### src/rtl/ddr_write_burst_master_pkg.sv
// Shared widths, AXI constants, FSM states and burst sizing for the DDR write burst master.
package ddr_write_burst_master_pkg;

  localparam int unsigned DDR_ADDR_LEN     = 32;
  localparam int unsigned SINGLE_LEN       = 24;
  localparam int unsigned C_AXI_DATA_WIDTH = 256;
  localparam int unsigned C_AXI_ID_WIDTH   = 4;
  localparam int unsigned BURST_MAX        = 16;
  localparam int unsigned BYTES_PER_BEAT   = C_AXI_DATA_WIDTH / 8;
  localparam int unsigned BEAT_SHIFT       = $clog2(BYTES_PER_BEAT);
  localparam int unsigned AXI_4K           = 4096;
  localparam int unsigned BEATS_W          = SINGLE_LEN - BEAT_SHIFT + 1;
  localparam int unsigned NB_W             = 9;

  localparam logic [1:0] AXI_BURST_INCR = 2'b01;
  localparam logic [1:0] AXI_RESP_OKAY  = 2'b00;
  localparam logic [2:0] AXI_SIZE_BEAT  = 3'(BEAT_SHIFT);

  typedef enum logic [1:0] {IDLE, ADDR, DATA, RESP} state_e;

  typedef struct packed {
    logic [DDR_ADDR_LEN-1:0] addr;
    logic [7:0]              len;
  } aw_req_t;

  // Beats in the next burst: limited by remaining job, BURST_MAX and the 4 KB page.
  function automatic logic [NB_W-1:0] burst_beats(input logic [11:0]         addr_lo,
                                                  input logic [BEATS_W-1:0]  beats_left);
    logic [12:0]     room_bytes;
    logic [NB_W-1:0] n;
    room_bytes = 13'(AXI_4K) - {1'b0, addr_lo};
    n = NB_W'(room_bytes >> BEAT_SHIFT);
    if (n > NB_W'(BURST_MAX)) n = NB_W'(BURST_MAX);
    if (BEATS_W'(n) > beats_left) n = NB_W'(beats_left);
    return n;
  endfunction

endpackage

### src/rtl/ddr_write_burst_master_if.sv
// Job, upstream FIFO and AXI4 write-channel signals of the DDR write burst master.
interface ddr_write_burst_master_if;
  import ddr_write_burst_master_pkg::*;

  logic                          ddr_conf;
  logic [DDR_ADDR_LEN-1:0]       ddr_st_addr;
  logic [SINGLE_LEN-1:0]         ddr_len;
  logic                          ddr_write_empty;
  logic                          ddr_write_req;
  logic [C_AXI_DATA_WIDTH-1:0]   ddr_write_data;

  logic [C_AXI_ID_WIDTH-1:0]     m_axi_awid;
  logic [DDR_ADDR_LEN-1:0]       m_axi_awaddr;
  logic [7:0]                    m_axi_awlen;
  logic [2:0]                    m_axi_awsize;
  logic [1:0]                    m_axi_awburst;
  logic                          m_axi_awvalid;
  logic                          m_axi_awready;

  logic [C_AXI_DATA_WIDTH-1:0]   m_axi_wdata;
  logic [BYTES_PER_BEAT-1:0]     m_axi_wstrb;
  logic                          m_axi_wlast;
  logic                          m_axi_wvalid;
  logic                          m_axi_wready;

  logic [C_AXI_ID_WIDTH-1:0]     m_axi_bid;
  logic [1:0]                    m_axi_bresp;
  logic                          m_axi_bvalid;
  logic                          m_axi_bready;

  logic                          axi_ug_idle;
  logic                          wr_err;

  modport master (
    input  ddr_conf, ddr_st_addr, ddr_len, ddr_write_empty, ddr_write_data,
           m_axi_awready, m_axi_wready, m_axi_bid, m_axi_bresp, m_axi_bvalid,
    output ddr_write_req, m_axi_awid, m_axi_awaddr, m_axi_awlen, m_axi_awsize,
           m_axi_awburst, m_axi_awvalid, m_axi_wdata, m_axi_wstrb, m_axi_wlast,
           m_axi_wvalid, m_axi_bready, axi_ug_idle, wr_err
  );

  modport slave (
    output ddr_conf, ddr_st_addr, ddr_len, ddr_write_empty, ddr_write_data,
           m_axi_awready, m_axi_wready, m_axi_bid, m_axi_bresp, m_axi_bvalid,
    input  ddr_write_req, m_axi_awid, m_axi_awaddr, m_axi_awlen, m_axi_awsize,
           m_axi_awburst, m_axi_awvalid, m_axi_wdata, m_axi_wstrb, m_axi_wlast,
           m_axi_wvalid, m_axi_bready, axi_ug_idle, wr_err
  );

endinterface

### src/rtl/ddr_write_burst_master_wr_skid_fifo2.sv
// Two-entry register FIFO that absorbs the upstream FIFO's one-cycle read latency.
module wr_skid_fifo2
  import ddr_write_burst_master_pkg::*;
(
  input  logic                        clk,
  input  logic                        rst,
  input  logic                        push,
  input  logic [C_AXI_DATA_WIDTH-1:0] din,
  input  logic                        pop,
  output logic [1:0]                  count,
  output logic [C_AXI_DATA_WIDTH-1:0] dout
);

  logic [C_AXI_DATA_WIDTH-1:0] mem_q [2];
  logic                        wr_ptr_q;
  logic                        rd_ptr_q;
  logic [1:0]                  count_q;

  always_ff @(posedge clk or posedge rst) begin
    if (rst) begin
      mem_q[0] <= '0;
      mem_q[1] <= '0;
      wr_ptr_q <= 1'b0;
      rd_ptr_q <= 1'b0;
      count_q  <= 2'd0;
    end else begin
      if (push) begin
        mem_q[wr_ptr_q] <= din;
        wr_ptr_q        <= ~wr_ptr_q;
      end
      if (pop) rd_ptr_q <= ~rd_ptr_q;
      // Simultaneous push and pop leaves the occupancy unchanged.
      case ({push, pop})
        2'b10:   count_q <= count_q + 2'd1;
        2'b01:   count_q <= count_q - 2'd1;
        default: count_q <= count_q;
      endcase
    end
  end

  assign count = count_q;
  assign dout  = mem_q[rd_ptr_q];

endmodule

### src/rtl/ddr_write_burst_master.sv
// AXI4 write master: splits one DDR write job into 4 KB-safe INCR bursts fed from the upstream FIFO.
module ddr_write_burst_master
  import ddr_write_burst_master_pkg::*;
(
  input  logic                      clk,
  input  logic                      rst,
  ddr_write_burst_master_if.master  bus
);

  state_e                      state_q, state_d;
  logic [DDR_ADDR_LEN-1:0]     addr_q;
  logic [BEATS_W-1:0]          beats_left_q;
  logic [NB_W-1:0]             burst_nb_q;
  logic [NB_W-1:0]             w_cnt_q;
  logic [NB_W-1:0]             req_cnt_q;
  logic                        inflight_q;
  logic                        wr_err_q;

  logic [NB_W-1:0]             nb_c;
  aw_req_t                     aw_c;
  logic                        job_c;
  logic                        req_c;
  logic                        wvalid_c;
  logic                        wlast_c;
  logic                        aw_hs, w_hs, b_hs;
  logic [1:0]                  skid_count;
  logic [C_AXI_DATA_WIDTH-1:0] skid_dout;
  logic                        unused_bid;

  assign unused_bid = ^bus.m_axi_bid;

  assign nb_c     = burst_beats(addr_q[11:0], beats_left_q);
  assign aw_c.addr = addr_q;
  assign aw_c.len  = (nb_c == NB_W'(0)) ? 8'd0 : 8'(nb_c - NB_W'(1));

  assign job_c    = bus.ddr_conf & (state_q == IDLE);
  assign wvalid_c = (state_q == DATA) & (skid_count != 2'd0);
  assign wlast_c  = wvalid_c & (w_cnt_q == (burst_nb_q - NB_W'(1)));
  assign aw_hs    = (state_q == ADDR) & bus.m_axi_awready;
  assign w_hs     = wvalid_c & bus.m_axi_wready;
  assign b_hs     = (state_q == RESP) & bus.m_axi_bvalid;

  // Pop only while the skid plus the in-flight read still fits and the burst needs more beats.
  assign req_c = (state_q == DATA) & ~bus.ddr_write_empty
               & (({1'b0, skid_count} + {2'b00, inflight_q}) < 3'd2)
               & (req_cnt_q < burst_nb_q);

  wr_skid_fifo2 u_skid (
    .clk   (clk),
    .rst   (rst),
    .push  (inflight_q),
    .din   (bus.ddr_write_data),
    .pop   (w_hs),
    .count (skid_count),
    .dout  (skid_dout)
  );

  always_ff @(posedge clk or posedge rst) begin
    if (rst) state_q <= IDLE;
    else     state_q <= state_d;
  end

  always_comb begin
    state_d           = state_q;
    bus.m_axi_awvalid = 1'b0;
    bus.m_axi_wvalid  = 1'b0;
    bus.m_axi_wlast   = 1'b0;
    bus.m_axi_bready  = 1'b0;
    case (state_q)
      IDLE: if (job_c && (bus.ddr_len != SINGLE_LEN'(0))) state_d = ADDR;
      ADDR: begin
        bus.m_axi_awvalid = 1'b1;
        if (bus.m_axi_awready) state_d = DATA;
      end
      DATA: begin
        bus.m_axi_wvalid = wvalid_c;
        bus.m_axi_wlast  = wlast_c;
        if (w_hs && wlast_c) state_d = RESP;
      end
      RESP: begin
        bus.m_axi_bready = 1'b1;
        if (bus.m_axi_bvalid) state_d = (beats_left_q != BEATS_W'(0)) ? ADDR : IDLE;
      end
      default: state_d = IDLE;
    endcase
  end

  // Job, burst and beat bookkeeping.
  always_ff @(posedge clk or posedge rst) begin
    if (rst) begin
      addr_q       <= '0;
      beats_left_q <= '0;
      burst_nb_q   <= '0;
      w_cnt_q      <= '0;
      req_cnt_q    <= '0;
      inflight_q   <= 1'b0;
      wr_err_q     <= 1'b0;
    end else begin
      inflight_q <= req_c;
      if (job_c) begin
        addr_q       <= bus.ddr_st_addr & ~DDR_ADDR_LEN'(BYTES_PER_BEAT - 1);
        beats_left_q <= BEATS_W'((DDR_ADDR_LEN'(bus.ddr_len)
                                  + DDR_ADDR_LEN'(BYTES_PER_BEAT - 1)) >> BEAT_SHIFT);
        wr_err_q     <= 1'b0;
      end
      if (aw_hs) begin
        addr_q       <= addr_q + (DDR_ADDR_LEN'(nb_c) << BEAT_SHIFT);
        beats_left_q <= beats_left_q - BEATS_W'(nb_c);
        burst_nb_q   <= nb_c;
        w_cnt_q      <= '0;
        req_cnt_q    <= '0;
      end else begin
        if (req_c) req_cnt_q <= req_cnt_q + NB_W'(1);
        if (w_hs)  w_cnt_q   <= w_cnt_q + NB_W'(1);
      end
      if (b_hs && (bus.m_axi_bresp != AXI_RESP_OKAY)) wr_err_q <= 1'b1;
    end
  end

  assign bus.m_axi_awid    = '0;
  assign bus.m_axi_awaddr  = aw_c.addr;
  assign bus.m_axi_awlen   = aw_c.len;
  assign bus.m_axi_awsize  = AXI_SIZE_BEAT;
  assign bus.m_axi_awburst = AXI_BURST_INCR;
  assign bus.m_axi_wdata   = skid_dout;
  assign bus.m_axi_wstrb   = '1;
  assign bus.ddr_write_req = req_c;
  assign bus.wr_err        = wr_err_q;
  assign bus.axi_ug_idle   = (state_q == IDLE) & ~bus.ddr_conf;

endmodule

### src/flat_wrapper.sv
// flat-port wrapper written by rule: the top's interface ports become plain ports
module ddr_write_burst_master_flat import ddr_write_burst_master_pkg::*;
  (clk, rst, bus_ddr_conf, bus_ddr_st_addr, bus_ddr_len, bus_ddr_write_empty, bus_ddr_write_data, bus_m_axi_awready, bus_m_axi_wready, bus_m_axi_bid, bus_m_axi_bresp, bus_m_axi_bvalid, bus_ddr_write_req, bus_m_axi_awid, bus_m_axi_awaddr, bus_m_axi_awlen, bus_m_axi_awsize, bus_m_axi_awburst, bus_m_axi_awvalid, bus_m_axi_wdata, bus_m_axi_wstrb, bus_m_axi_wlast, bus_m_axi_wvalid, bus_m_axi_bready, bus_axi_ug_idle, bus_wr_err);
  ddr_write_burst_master_if bus_i ();
  input  logic clk;
  input  logic rst;
  input wire logic [$bits(bus_i.ddr_conf)-1:0] bus_ddr_conf;
  input wire logic [$bits(bus_i.ddr_st_addr)-1:0] bus_ddr_st_addr;
  input wire logic [$bits(bus_i.ddr_len)-1:0] bus_ddr_len;
  input wire logic [$bits(bus_i.ddr_write_empty)-1:0] bus_ddr_write_empty;
  input wire logic [$bits(bus_i.ddr_write_data)-1:0] bus_ddr_write_data;
  input wire logic [$bits(bus_i.m_axi_awready)-1:0] bus_m_axi_awready;
  input wire logic [$bits(bus_i.m_axi_wready)-1:0] bus_m_axi_wready;
  input wire logic [$bits(bus_i.m_axi_bid)-1:0] bus_m_axi_bid;
  input wire logic [$bits(bus_i.m_axi_bresp)-1:0] bus_m_axi_bresp;
  input wire logic [$bits(bus_i.m_axi_bvalid)-1:0] bus_m_axi_bvalid;
  output wire logic [$bits(bus_i.ddr_write_req)-1:0] bus_ddr_write_req;
  output wire logic [$bits(bus_i.m_axi_awid)-1:0] bus_m_axi_awid;
  output wire logic [$bits(bus_i.m_axi_awaddr)-1:0] bus_m_axi_awaddr;
  output wire logic [$bits(bus_i.m_axi_awlen)-1:0] bus_m_axi_awlen;
  output wire logic [$bits(bus_i.m_axi_awsize)-1:0] bus_m_axi_awsize;
  output wire logic [$bits(bus_i.m_axi_awburst)-1:0] bus_m_axi_awburst;
  output wire logic [$bits(bus_i.m_axi_awvalid)-1:0] bus_m_axi_awvalid;
  output wire logic [$bits(bus_i.m_axi_wdata)-1:0] bus_m_axi_wdata;
  output wire logic [$bits(bus_i.m_axi_wstrb)-1:0] bus_m_axi_wstrb;
  output wire logic [$bits(bus_i.m_axi_wlast)-1:0] bus_m_axi_wlast;
  output wire logic [$bits(bus_i.m_axi_wvalid)-1:0] bus_m_axi_wvalid;
  output wire logic [$bits(bus_i.m_axi_bready)-1:0] bus_m_axi_bready;
  output wire logic [$bits(bus_i.axi_ug_idle)-1:0] bus_axi_ug_idle;
  output wire logic [$bits(bus_i.wr_err)-1:0] bus_wr_err;
  assign bus_i.ddr_conf = bus_ddr_conf;
  assign bus_i.ddr_st_addr = bus_ddr_st_addr;
  assign bus_i.ddr_len = bus_ddr_len;
  assign bus_i.ddr_write_empty = bus_ddr_write_empty;
  assign bus_i.ddr_write_data = bus_ddr_write_data;
  assign bus_i.m_axi_awready = bus_m_axi_awready;
  assign bus_i.m_axi_wready = bus_m_axi_wready;
  assign bus_i.m_axi_bid = bus_m_axi_bid;
  assign bus_i.m_axi_bresp = bus_m_axi_bresp;
  assign bus_i.m_axi_bvalid = bus_m_axi_bvalid;
  assign bus_ddr_write_req = bus_i.ddr_write_req;
  assign bus_m_axi_awid = bus_i.m_axi_awid;
  assign bus_m_axi_awaddr = bus_i.m_axi_awaddr;
  assign bus_m_axi_awlen = bus_i.m_axi_awlen;
  assign bus_m_axi_awsize = bus_i.m_axi_awsize;
  assign bus_m_axi_awburst = bus_i.m_axi_awburst;
  assign bus_m_axi_awvalid = bus_i.m_axi_awvalid;
  assign bus_m_axi_wdata = bus_i.m_axi_wdata;
  assign bus_m_axi_wstrb = bus_i.m_axi_wstrb;
  assign bus_m_axi_wlast = bus_i.m_axi_wlast;
  assign bus_m_axi_wvalid = bus_i.m_axi_wvalid;
  assign bus_m_axi_bready = bus_i.m_axi_bready;
  assign bus_axi_ug_idle = bus_i.axi_ug_idle;
  assign bus_wr_err = bus_i.wr_err;
  ddr_write_burst_master u_core (.clk(clk), .rst(rst), .bus(bus_i));
endmodule
### config.mk
export PLATFORM = sky130hd
export DESIGN_NAME = ddr_write_burst_master_flat
export DESIGN_NICKNAME = d
export VERILOG_FILES = /design/src/rtl/ddr_write_burst_master_pkg.sv /design/src/rtl/ddr_write_burst_master_if.sv /design/src/rtl/ddr_write_burst_master_wr_skid_fifo2.sv /design/src/rtl/ddr_write_burst_master.sv /design/src/flat_wrapper.sv
export SDC_FILE = /design/constraint.sdc
export NUM_CORES = 1
export LEC_CHECK = 0
export CAP_MARGIN = 20
export CORE_AREA = 2 2 264 266
export DETAILED_ROUTE_END_ITERATION = 10
export DIE_AREA = 0 0 266 268
export PLACE_DENSITY_LB_ADDON = 0.15
export SYNTH_ARGS = -nofsm -noshare
export SYNTH_HDL_FRONTEND = slang
export SYNTH_SLANG_ARGS = --single-unit
export TNS_END_PERCENT = 10
### constraint.sdc
create_clock -name clk -period 32.4 [get_ports clk]
set_input_delay 8.1 -clock clk [delete_from_list [all_inputs] [get_ports clk]]
set_output_delay 8.1 -clock clk [all_outputs]
set_load 0.005 [all_outputs]
# ---- Yosys cells after proc, flatten, opt, wreduce, memory -nomap -nowiden
# Cells that the tools add are included.
dict set report classes {
  add_sub_neg 11
  magnitude_cmp 7
  eq_ne 10
  mux 30
  bitwise 16
  reduce_logical 16
}
# op count
set op_table {}
lappend op_table {{256-bit two-way mux} 4}
lappend op_table {{512-bit bitwise mux} 1}
lappend op_table {{256-bit demux with 1-bit select} 1}
lappend op_table {{32-bit two-way mux} 2}
lappend op_table {{9-bit two-way mux} 5}
lappend op_table {{20-bit two-way mux} 2}
lappend op_table {{32-bit by 14-bit adder with 32-bit output} 1}
lappend op_table {{24-bit by 5-bit adder with 25-bit output, second input constant} 1}
lappend op_table {{24-bit nonzero test} 1}
lappend op_table {{9-bit by 20-bit > comparator with 1-bit output} 1}
lappend op_table {{20-bit nonzero test} 1}
lappend op_table {{20-bit by 9-bit subtractor with 20-bit output} 1}
lappend op_table {{9-bit by 1-bit adder with 9-bit output, second input constant} 2}
lappend op_table {{8-bit two-way mux} 2}
lappend op_table {{2-bit nonzero test} 7}
lappend op_table {{13-bit by 12-bit subtractor with 13-bit output, first input constant} 1}
lappend op_table {{1-bit AND} 10}
lappend op_table {{9-bit == test} 1}
lappend op_table {{9-bit zero test} 1}
lappend op_table {{9-bit < comparator} 1}
lappend op_table {{9-bit by 1-bit subtractor with 9-bit output, second input constant} 1}
lappend op_table {{8-bit by 5-bit > comparator with 1-bit output, second input constant} 1}
lappend op_table {{2-bit two-way mux} 4}
lappend op_table {{2-bit != test, second input constant} 4}
lappend op_table {{other kinds (17)} 34}
dict set report totals {
  register_bits 599
  output_inout_bits 344
  wordCells 103
}

# ---- Longest topological paths before layout
# Gate-level depths: netlist of the first run.
dict set report logic_depth {
  ltp_word 7
  mapped_depth 25
  ltp_nobuf 23
}

# ---- Modules after synthesis
# Synthesis of the first run repeated with hierarchy kept, for this count alone.
dict set report hier_totals {
  hier_cells 2188
  area_unflattened_um2 28843.9
}
# module n_inst cells_per_inst area_each_um2 seq_area_each_um2
set by_module_without_submodules {}
lappend by_module_without_submodules {wr_skid_fifo2 1 1380 22272.6 12912.4}
lappend by_module_without_submodules {ddr_write_burst_master 1 808 6571.3 1951.9}

# ---- Least setup slack after synthesis of the first run
# OpenSTA, ideal clock, no wires.
dict set report synth_timing {
  kind {input port to output port}
  start {input bus_ddr_write_empty}
  end {output bus_ddr_write_req}
  arrival_ns 9.219
  slack_ns 15.081
  cell_stages 4
  cell_sequence {or4b_1 > a221oi_1 > o211ai_1 > a21oi_4}
}
dict set report synth_between {
  elab_chain_len 4
}
# item line
set synth_lines {}
lappend synth_lines {{start, declared} flat_wrapper.sv:10} ;# input wire logic [$bits(bus_i.ddr_write_empty)-1:0] bus_ddr_write_empty;
lappend synth_lines {{1-bit NOT} ddr_write_burst_master.sv:44} ;# assign req_c = (state_q == DATA) & ~bus.ddr_write_empty
lappend synth_lines {{1-bit AND} ddr_write_burst_master.sv:44}
lappend synth_lines {{1-bit AND} ddr_write_burst_master.sv:45} ;# & (({1'b0, skid_count} + {2'b00, inflight_q}) < 3'd2)
lappend synth_lines {{1-bit AND} ddr_write_burst_master.sv:46} ;# & (req_cnt_q < burst_nb_q);
lappend synth_lines {{end, declared} flat_wrapper.sv:17} ;# output wire logic [$bits(bus_i.ddr_write_req)-1:0] bus_ddr_write_req;
# No other way between the ends.

# ---- Worst setup path after layout of the first run
# Ends and elaborated chain as after synthesis.

==> metrics.md, run 1 <==
| Metric | Value |
|---|---|
| Hold Path Class | `reg2reg` |
| Cell Area, Synth | `28,700 um^2` |
| Number of hold buffers added after CTS | `0` |
| Setup Buffers After CTS | `0` |
| Post-synthesis sequential area ratio | `0.518` |
| Clk_skew | `0.0152 ns` |
| Final wirelength | `approximately 80,000 um` |
| Worst setup EP type | `output pin` |
| Die area | `between 70,000 and 80,000 um^2` |
| Max Root-Sink Buffers | `3` |
| Library cells used by synthesis | `80` |
| CTS tree | `done` |
| WL/cell | `between 20 and 25 um` |
| Post-layout net count | `approximately 3,200` |
| Synth Instances | `2,199` |
| WP data arrival | `10.39 ns` |
| Number of setup violations in the final report | `0` |
| M2 GR Usage | `0.380` |
| Final Critical Period | `18.49 ns` |
| FF+latch area | `between 10,000 and 15,000 um^2` |
| Row cnt | `96` |
| Synthesized area per cell | `13.0 um^2` |
| First-pass GRT wire length | `120,000 um` |
| # DRC | `0` |
| Post-cts resize count | `0` |
| Fmax | `54.1 MHz` |
| Yosys top cell area share | `0.518` |
| Worst setup SP type | `input pin` |
| Worst-Skew Late Latency | `0.59 ns` |
| P&R area growth vs syn | `32.3%` |
| 1st-pass router iterations | `7` |
| Cell type with the largest total area after synthesis | `dfrtp_1` |
| Top cells by area, synth | `dfrtp_1, mux2_2, ha_1, clkbuf_1, buf_4` |
| Core ar. | `roughly 68,000 um^2` |
| Outcome | `finished clean` |
| IO Pins | `roughly 670` |
| FF+latch count, synth | `just under 600` |
| Worst Max-Slew Pin Slew | `1.26 ns` |
| Root buffer cell | `clkbuf_16` |
| Setup TNS | `0 ns` |
| Max_cap viols | `0` |
| Initial Util | `0.420` |
| Busiest layer in global routing | `met2` |
| Detailed placer's ending HPWL | `55,500 um` |
| P_leak | `15.8 nW` |
| DR vias/cell | `approximately 5.2` |
| Congestion Overflow GR | `0` |
| Final hold vios | `0` |
| Clk sinks | `594` |
| GRT Util Overall | `0.216` |
| ANT nets after route | `0` |
| Synth warn | `0` |
| Crit Path Class | `in2out` |
| Die X | `266 um` |
| Cell Area, Placed | `~36,000 um^2` |
| Cts bufs inserted | `70` |
| Share of post-route cells with drive strength above 1 | `0.323` |
| Crit Path Max Fanout | `11` |
| Max_slew headroom | `0.159` |
| Fraction of registers with async set/reset | `1.00` |
| RSZ-0062 raised after global routing | `no` |
| PortBufs | `slightly above 600` |
| DR vias | `19,600` |
| Post-synth EDFFs | `0` |
| Final Cycle Share | `0.571` |
| Iteration-0 DRC Markers | `slightly below 800` |
| Worst EP required | `24.30 ns` |
| H-Tree Depth | `3` |
| Vias in the first global route | `just over 20,000` |
| PwrDens | `approximately 100 nW/um^2` |
| RePlAce Congestion | `between 0.8 and 0.9` |
| Filler cell count | `roughly 5,600` |
| Area occupied by multi-input gates | `roughly 13,000 um^2` |
| Met3 Use GR | `0.0651` |
| Reg clk slew, reported paths | `0.05 ns` |
| Met1 usage | `0.252` |
| Die height | `268 um` |
| Synth Flop Type | `dfrtp_1` |
| Largest net degree at the start of global routing | `around 180` |
| Maximum vdd drop | `0.0605 mV` |
| Post-route cell area | `37,900 um^2` |
| Final slew viol count | `0` |
| Initial antenna violation count | `15` |
| R2r setup slk | `25.72 ns` |
## per-stage QoR
stage	total power [mW]	worst slack, ns	instances	hold WS, ns	util
after CTS	4.02	13.87	3723	0.485	0.555
after global placement	3.12	13.87	3596	0.461	0.520
after global routing	4.22	13.79	3733	0.508	0.556
after floorplan	2.30	7.68	2247	0.449	-
after detailed placement	3.19	13.88	3597	0.475	0.521
final	3.98	13.91	3735	0.485	0.556
## metal layers
layer	up-vias	share of wire
met1	9911	0.39
met4	10	0.027
met3	129	0.070
li1	8996	-
met5	-	0.00078
met2	560	0.51
## where the power goes
group	total, mW	internal, mW	switching [mW]
clock network	0.800	0.483	0.317
logic	1.85	1.14	0.706
registers	1.33	1.11	0.223
total	3.98	2.74	1.25
## worst max-delay path, cell delays in order
cell,delay [ns]
clkdlybuf4s50_1,0.39
or4b_1,0.53
a221oi_1,0.22
o211ai_1,0.18
a21oi_4,0.31
clkdlybuf4s50_1,0.65
## area by class of cell
| type | instances | share of cell area |
|---|---|---|
| Multi-Input combinational cell | 1442 | 0.344 |
| Sequential cell | 594 | 0.392 |
| Antenna cell | 10 | 0.000659 |
| Tap cell | 882 | 0.0291 |
| Clock inverter | 23 | 0.00874 |
| Timing Repair Buffer | 630 | 0.168 |
| Inverter | 51 | 0.00524 |
| Clock buffer | 103 | 0.0532 |
## registers in the layout (all words and copies together) (netlist names)
register,count
u_core.bus.wr_err,1
u_core.burst_nb_q,9
u_core.u_skid.count,2
u_core.u_skid.rd_ptr_q,1
u_core.state_q,2
u_core.bus.m_axi_awaddr,27
u_core.req_cnt_q,9
u_core.u_skid.wr_ptr_q,1
u_core.u_skid.mem_q,512
u_core.inflight_q,1
u_core.beats_left_q,20
u_core.w_cnt_q,9
## path summary, 6_finish.rpt
check,startpoint,endpoint,depth (start not counted)
setup / recovery,bus_ddr_write_empty,bus_ddr_write_req,6
hold / removal,u_core.bus.wr_err,u_core.bus.wr_err,2
setup reg to reg,u_core.bus.m_axi_awaddr[5],u_core.bus.m_axi_awaddr[29],22
hold reg to reg,u_core.bus.wr_err,u_core.bus.wr_err,2
max in group asynchronous,rst,u_core.u_skid.rd_ptr_q,6
min in group asynchronous,rst,u_core.u_skid.mem_q[138],2
## cell families (layout without fill, tap and decap cells)
| kind of cell | count (synthesis) | in the layout | share of synthesized area |
|---|---|---|---|
| AO/OA/AOI/OAI | 196 | 196 | 0.0473 |
| XOR/XNOR | 63 | 63 | 0.0192 |
| adder cells (fa/ha/maj) | 48 | 48 | 0.0215 |
| buffers and inverters | 211 | 807 | 0.0341 |
| flip-flops | 594 | 594 | 0.518 |
| multiplexers | 780 | 780 | 0.306 |
| other | 2 | 60 | 0.000262 |
| AND/OR/NAND/NOR | 305 | 305 | 0.0535 |
## synthesized netlist by cell type (all sizes together), types with 9 or more instances
cell,count
xor2,30
o22ai,10
a31oi,13
nand2,81
o21ai,40
mux2,772
ha,46
nand4,17
nor3,19
inv,50
and3,15
nand3,16
xnor2,33
o211ai,9
nor2,83
and2,11
a21oi,44
a211oi,13
buf,52
clkbuf,108
nor4,10
dfrtp,594
nor2b,11
a21o,9
## placed cells by master (no fill, tap or decap), types with 8 or more instances in the layout
| master | synthesis | final |
|---|---|---|
| mux2i_1 | 8 | 8 |
| a21o_1 | 9 | 9 |
| a211oi_1 | 13 | 13 |
| nand3_1 | 16 | 16 |
| o22ai_1 | 10 | 10 |
| xor2_1 | 30 | 30 |
| buf_4 | 47 | 11 |
| and2_1 | 11 | 11 |
| nor2_1 | 82 | 82 |
| clkinv_2 | 0 | 11 |
| o211ai_1 | 8 | 8 |
| nor4_1 | 10 | 10 |
| clkbuf_8 | 0 | 10 |
| a21oi_1 | 43 | 43 |
| ha_1 | 46 | 46 |
| nor3_1 | 17 | 17 |
| mux2_2 | 771 | 771 |
| clkbuf_1 | 107 | 21 |
| nand2_1 | 81 | 79 |
| inv_1 | 49 | 48 |
| nand4_1 | 17 | 17 |
| clkbuf_16 | 0 | 72 |
| conb_1 | 2 | 50 |
| dfrtp_1 | 594 | 593 |
| o21ai_0 | 39 | 39 |
| diode_2 | 0 | 10 |
| clkdlybuf4s50_1 | 0 | 613 |
| a31oi_1 | 13 | 13 |
| xnor2_1 | 33 | 33 |
| and3_1 | 15 | 15 |
| nor2b_1 | 10 | 10 |
Power figures use the tool's default switching activity.
==> run 2, diff against run 1 <==
==> constraint.sdc (replaced) <==
create_clock -name clk -period 14.9 [get_ports clk]
set_input_delay 3.725 -clock clk [delete_from_list [all_inputs] [get_ports clk]]
set_output_delay 3.725 -clock clk [all_outputs]
set_load 0.005 [all_outputs]
==> run 2 against run 1 <==
Compared with the run above:
- global-route usage barely moved
- first-iteration DRC count up 5.9%
- routed wire length decreased by 0.71%
- die area did not move
- flip-flop and latch count unchanged
- non-clock buffer count increased by 2
- via count grew 0.16%
- total power increased by 110%
- largest power group unchanged
- combinational power rose by 120%
- clock power grew 100%
- sequential share of layout area rose by 0.16 points
==> metrics.md, run 2 (synthesis results as in run 1) <==
| Metric | Value |
|---|---|
| Final Cycle Share | `0.667` |
| Root buffer cell | `clkbuf_16` |
| Hold path depth | `1 (-1)` |
| Number of hold buffers added after CTS | `0 (unchanged)` |
| 1st-pass router iterations | `5 (-2)` |
| Worst slack, placed | `4.99 ns (-8.89 ns)` |
| Initial Util | `0.420 (unchanged)` |
| Row cnt | `96 (unchanged)` |
| Congestion Overflow GR | `0 (unchanged)` |
| Reg clk slew, reported paths | `0.06 ns (about the same)` |
| Tot Pwr | `8.55 mW (+110%)` |
| Clk sinks | `594 (unchanged)` |
| Hold Path Class | `reg2reg` |
| Reg2reg end | `u_core.bus.m_axi_awaddr[29]` |
| Maximum vdd drop | `0.139 mV (+130%)` |
| Max_slew headroom | `0.197 (+0.0385)` |
| WP data arrival | `6.21 ns (-4.18 ns)` |
| Fin cells | `3,731 (-0.11%)` |
| Post-cts resize count | `0 (unchanged)` |
| Vias in the first global route | `20,800 (+0.20%)` |
| PortBufs | `613 (unchanged)` |
| First-pass GRT wire length | `120,000 um (-0.18%)` |
| Max_cap viols | `0 (unchanged)` |
| Post-route cell area | `37,800 um^2 (-0.40%)` |
| Crit Path Class | `reg2out` |
| Setup TNS | `0 ns (unchanged)` |
| Fmax | `between 100 and 150 MHz` |
| Final wirelength | `79,000 um (-0.71%)` |
| Final hold vios | `0 (unchanged)` |
| Setup Buffers After CTS | `0 (unchanged)` |
| Max Root-Sink Buffers | `3 (unchanged)` |
| H-Tree Depth | `3 (unchanged)` |
| Clk_skew | `0.0258 ns (+0.0106 ns)` |
| CTS tree | `done` |
| R2r setup slk | `8.23 ns (-17.49 ns)` |
| RePlAce Congestion | `0.845 (-0.27%)` |
| Initial antenna violation count | `16 (+1)` |
| Most frequent cells in the layout | `mux2_2, clkdlybuf4s50_1, dfrtp_1` |
| Max reg flops | `512 (unchanged)` |
| Worst Max-Slew Pin Slew | `1.20 ns (-0.0577 ns)` |
| # DRC | `0 (unchanged)` |
| Die height | `268 um (unchanged)` |
| Cts bufs inserted | `68 (-2.9%)` |
| GRT Util Overall | `0.216 (about the same)` |
| Setup WS post-layout | `4.96 ns (-8.94 ns)` |
| DR vias | `19,600 (+0.16%)` |
| P&R area growth vs syn | `31.8%` |
| Commonest non-fill, non-tap cell in the layout | `mux2_2` |
| Cell Area, Placed | `35,500 um^2 (about the same)` |
| Die area | `71,300 um^2 (unchanged)` |
| Reg2reg path depth | `21 (-4.5%)` |
| Largest net degree at the start of global routing | `170 (-4.0%)` |
| Worst-Skew Late Latency | `0.60 ns (about the same)` |
| Detailed placer's ending HPWL | `55,300 um (-0.47%)` |
| Post-Route Utilization | `0.554 (-0.00222)` |
| Worst hold start | `u_core.beats_left_q[16]` |
| Final slew viol count | `0 (unchanged)` |
| Iteration-0 DRC Markers | `829 (+5.9%)` |
| Outcome | `finished clean` |
| Reg2Reg Launch Point | `u_core.bus.m_axi_awaddr[6]` |
| Die X | `266 um (unchanged)` |
| IO Pins | `669 (unchanged)` |
| Share of post-route cells with drive strength above 1 | `0.322 (-0.000954)` |
| P_leak | `15.8 nW (-0.54%)` |
| PwrDens | `226 nW/um^2 (+120%)` |
| Number of setup violations in the final report | `0 (unchanged)` |
| Worst EP required | `11.18 ns (-13.12 ns)` |
| Worst setup SP type | `register` |
| Crit Path Max Fanout | `17 (+6)` |
| Final Critical Period | `9.94 ns` |
| DR vias/cell | `5.26 (+0.27%)` |
| Post-layout net count | `3,162 (unchanged)` |
| Worst setup EP type | `output pin` |
| Dpl cells | `3,597 (unchanged)` |
| ANT nets after route | `0 (unchanged)` |
| Core ar. | `68,200 um^2 (unchanged)` |
| WHS Endpoint | `u_core.beats_left_q[16]` |
| RSZ-0062 raised after global routing | `no` |
| WL/cell | `21.2 um (-0.60%)` |
| Top reg by flops | `u_core.u_skid.mem_q` |
| WHS | `0.487 ns (+0.00154 ns)` |
==> run 2: changes by cell type in the layout (fill, tap and decap cells not counted), moves of 2 or more <==
cell        delta
buf_12         +2
bufinv_16      -4
clkbuf_16      -2
clkbuf_8       +3
clkinv_2       -3
clkinvlp_4     +2
inv_16         -2
==> run 2: layer usage <==
layer	GRT usage	share of wire
met2	0.370	0.50
met5	0	0.00089
met3	0.0640	0.065
met1	0.257	0.40
met4	0.0811	0.032
==> run 2: layout make-up <==
type                            instances  area, um^2
Clock inverter                         16         173
Multi-Input combinational cell       1442       13000
Fill cell                            5637       30400
Timing Repair Buffer                  632        6380
Tap cell                              882        1100
Sequential cell                       594       14900
Clock buffer                          104        2010
Antenna cell                           10        25.0
Inverter                               51         195
==> run 2: how the worst max path moves through the flow <==
| stage | startpoint | to | slack [ns] | depth (start not counted) |
|---|---|---|---|---|
| floorplan | rst | u_core.beats_left_q[0] | 3.08 | 1 |
| global placement | bus_ddr_write_empty | bus_ddr_write_req | 5.03 | 6 |
| detailed placement | bus_ddr_write_empty | bus_ddr_write_req | 4.99 | 6 |
| CTS | u_core.bus.m_axi_awaddr[5] | bus_m_axi_awlen[4] | 4.91 | 19 |
| global route | u_core.bus.m_axi_awaddr[5] | bus_m_axi_awlen[6] | 4.56 | 21 |
| finish | u_core.bus.m_axi_awaddr[6] | bus_m_axi_awlen[4] | 4.96 | 19 |
==> run 2: where the power goes <==
part           internal [mW]  switching [mW]
logic                   2.48            1.53
clock network          0.966           0.667
registers               2.42           0.488
total                   5.86            2.69
==> run 2: critical path, stage by stage, from the launching register on <==
cell             delay, ns
dfrtp_1               0.51
inv_1                 0.14
ha_1                  0.22
nor3b_1               0.25
mux2i_1               0.29
and3_1                0.27
inv_2                 0.08
nor3_1                0.35
ha_1                  0.32
o21a_1                0.18
o31ai_1               0.07
a21oi_1               0.10
o311a_1               0.60
o21ai_0               0.65
inv_1                 0.20
ha_1                  0.26
inv_1                 0.13
a211oi_1              0.09
a211oi_1              0.34
clkdlybuf4s50_1       0.57
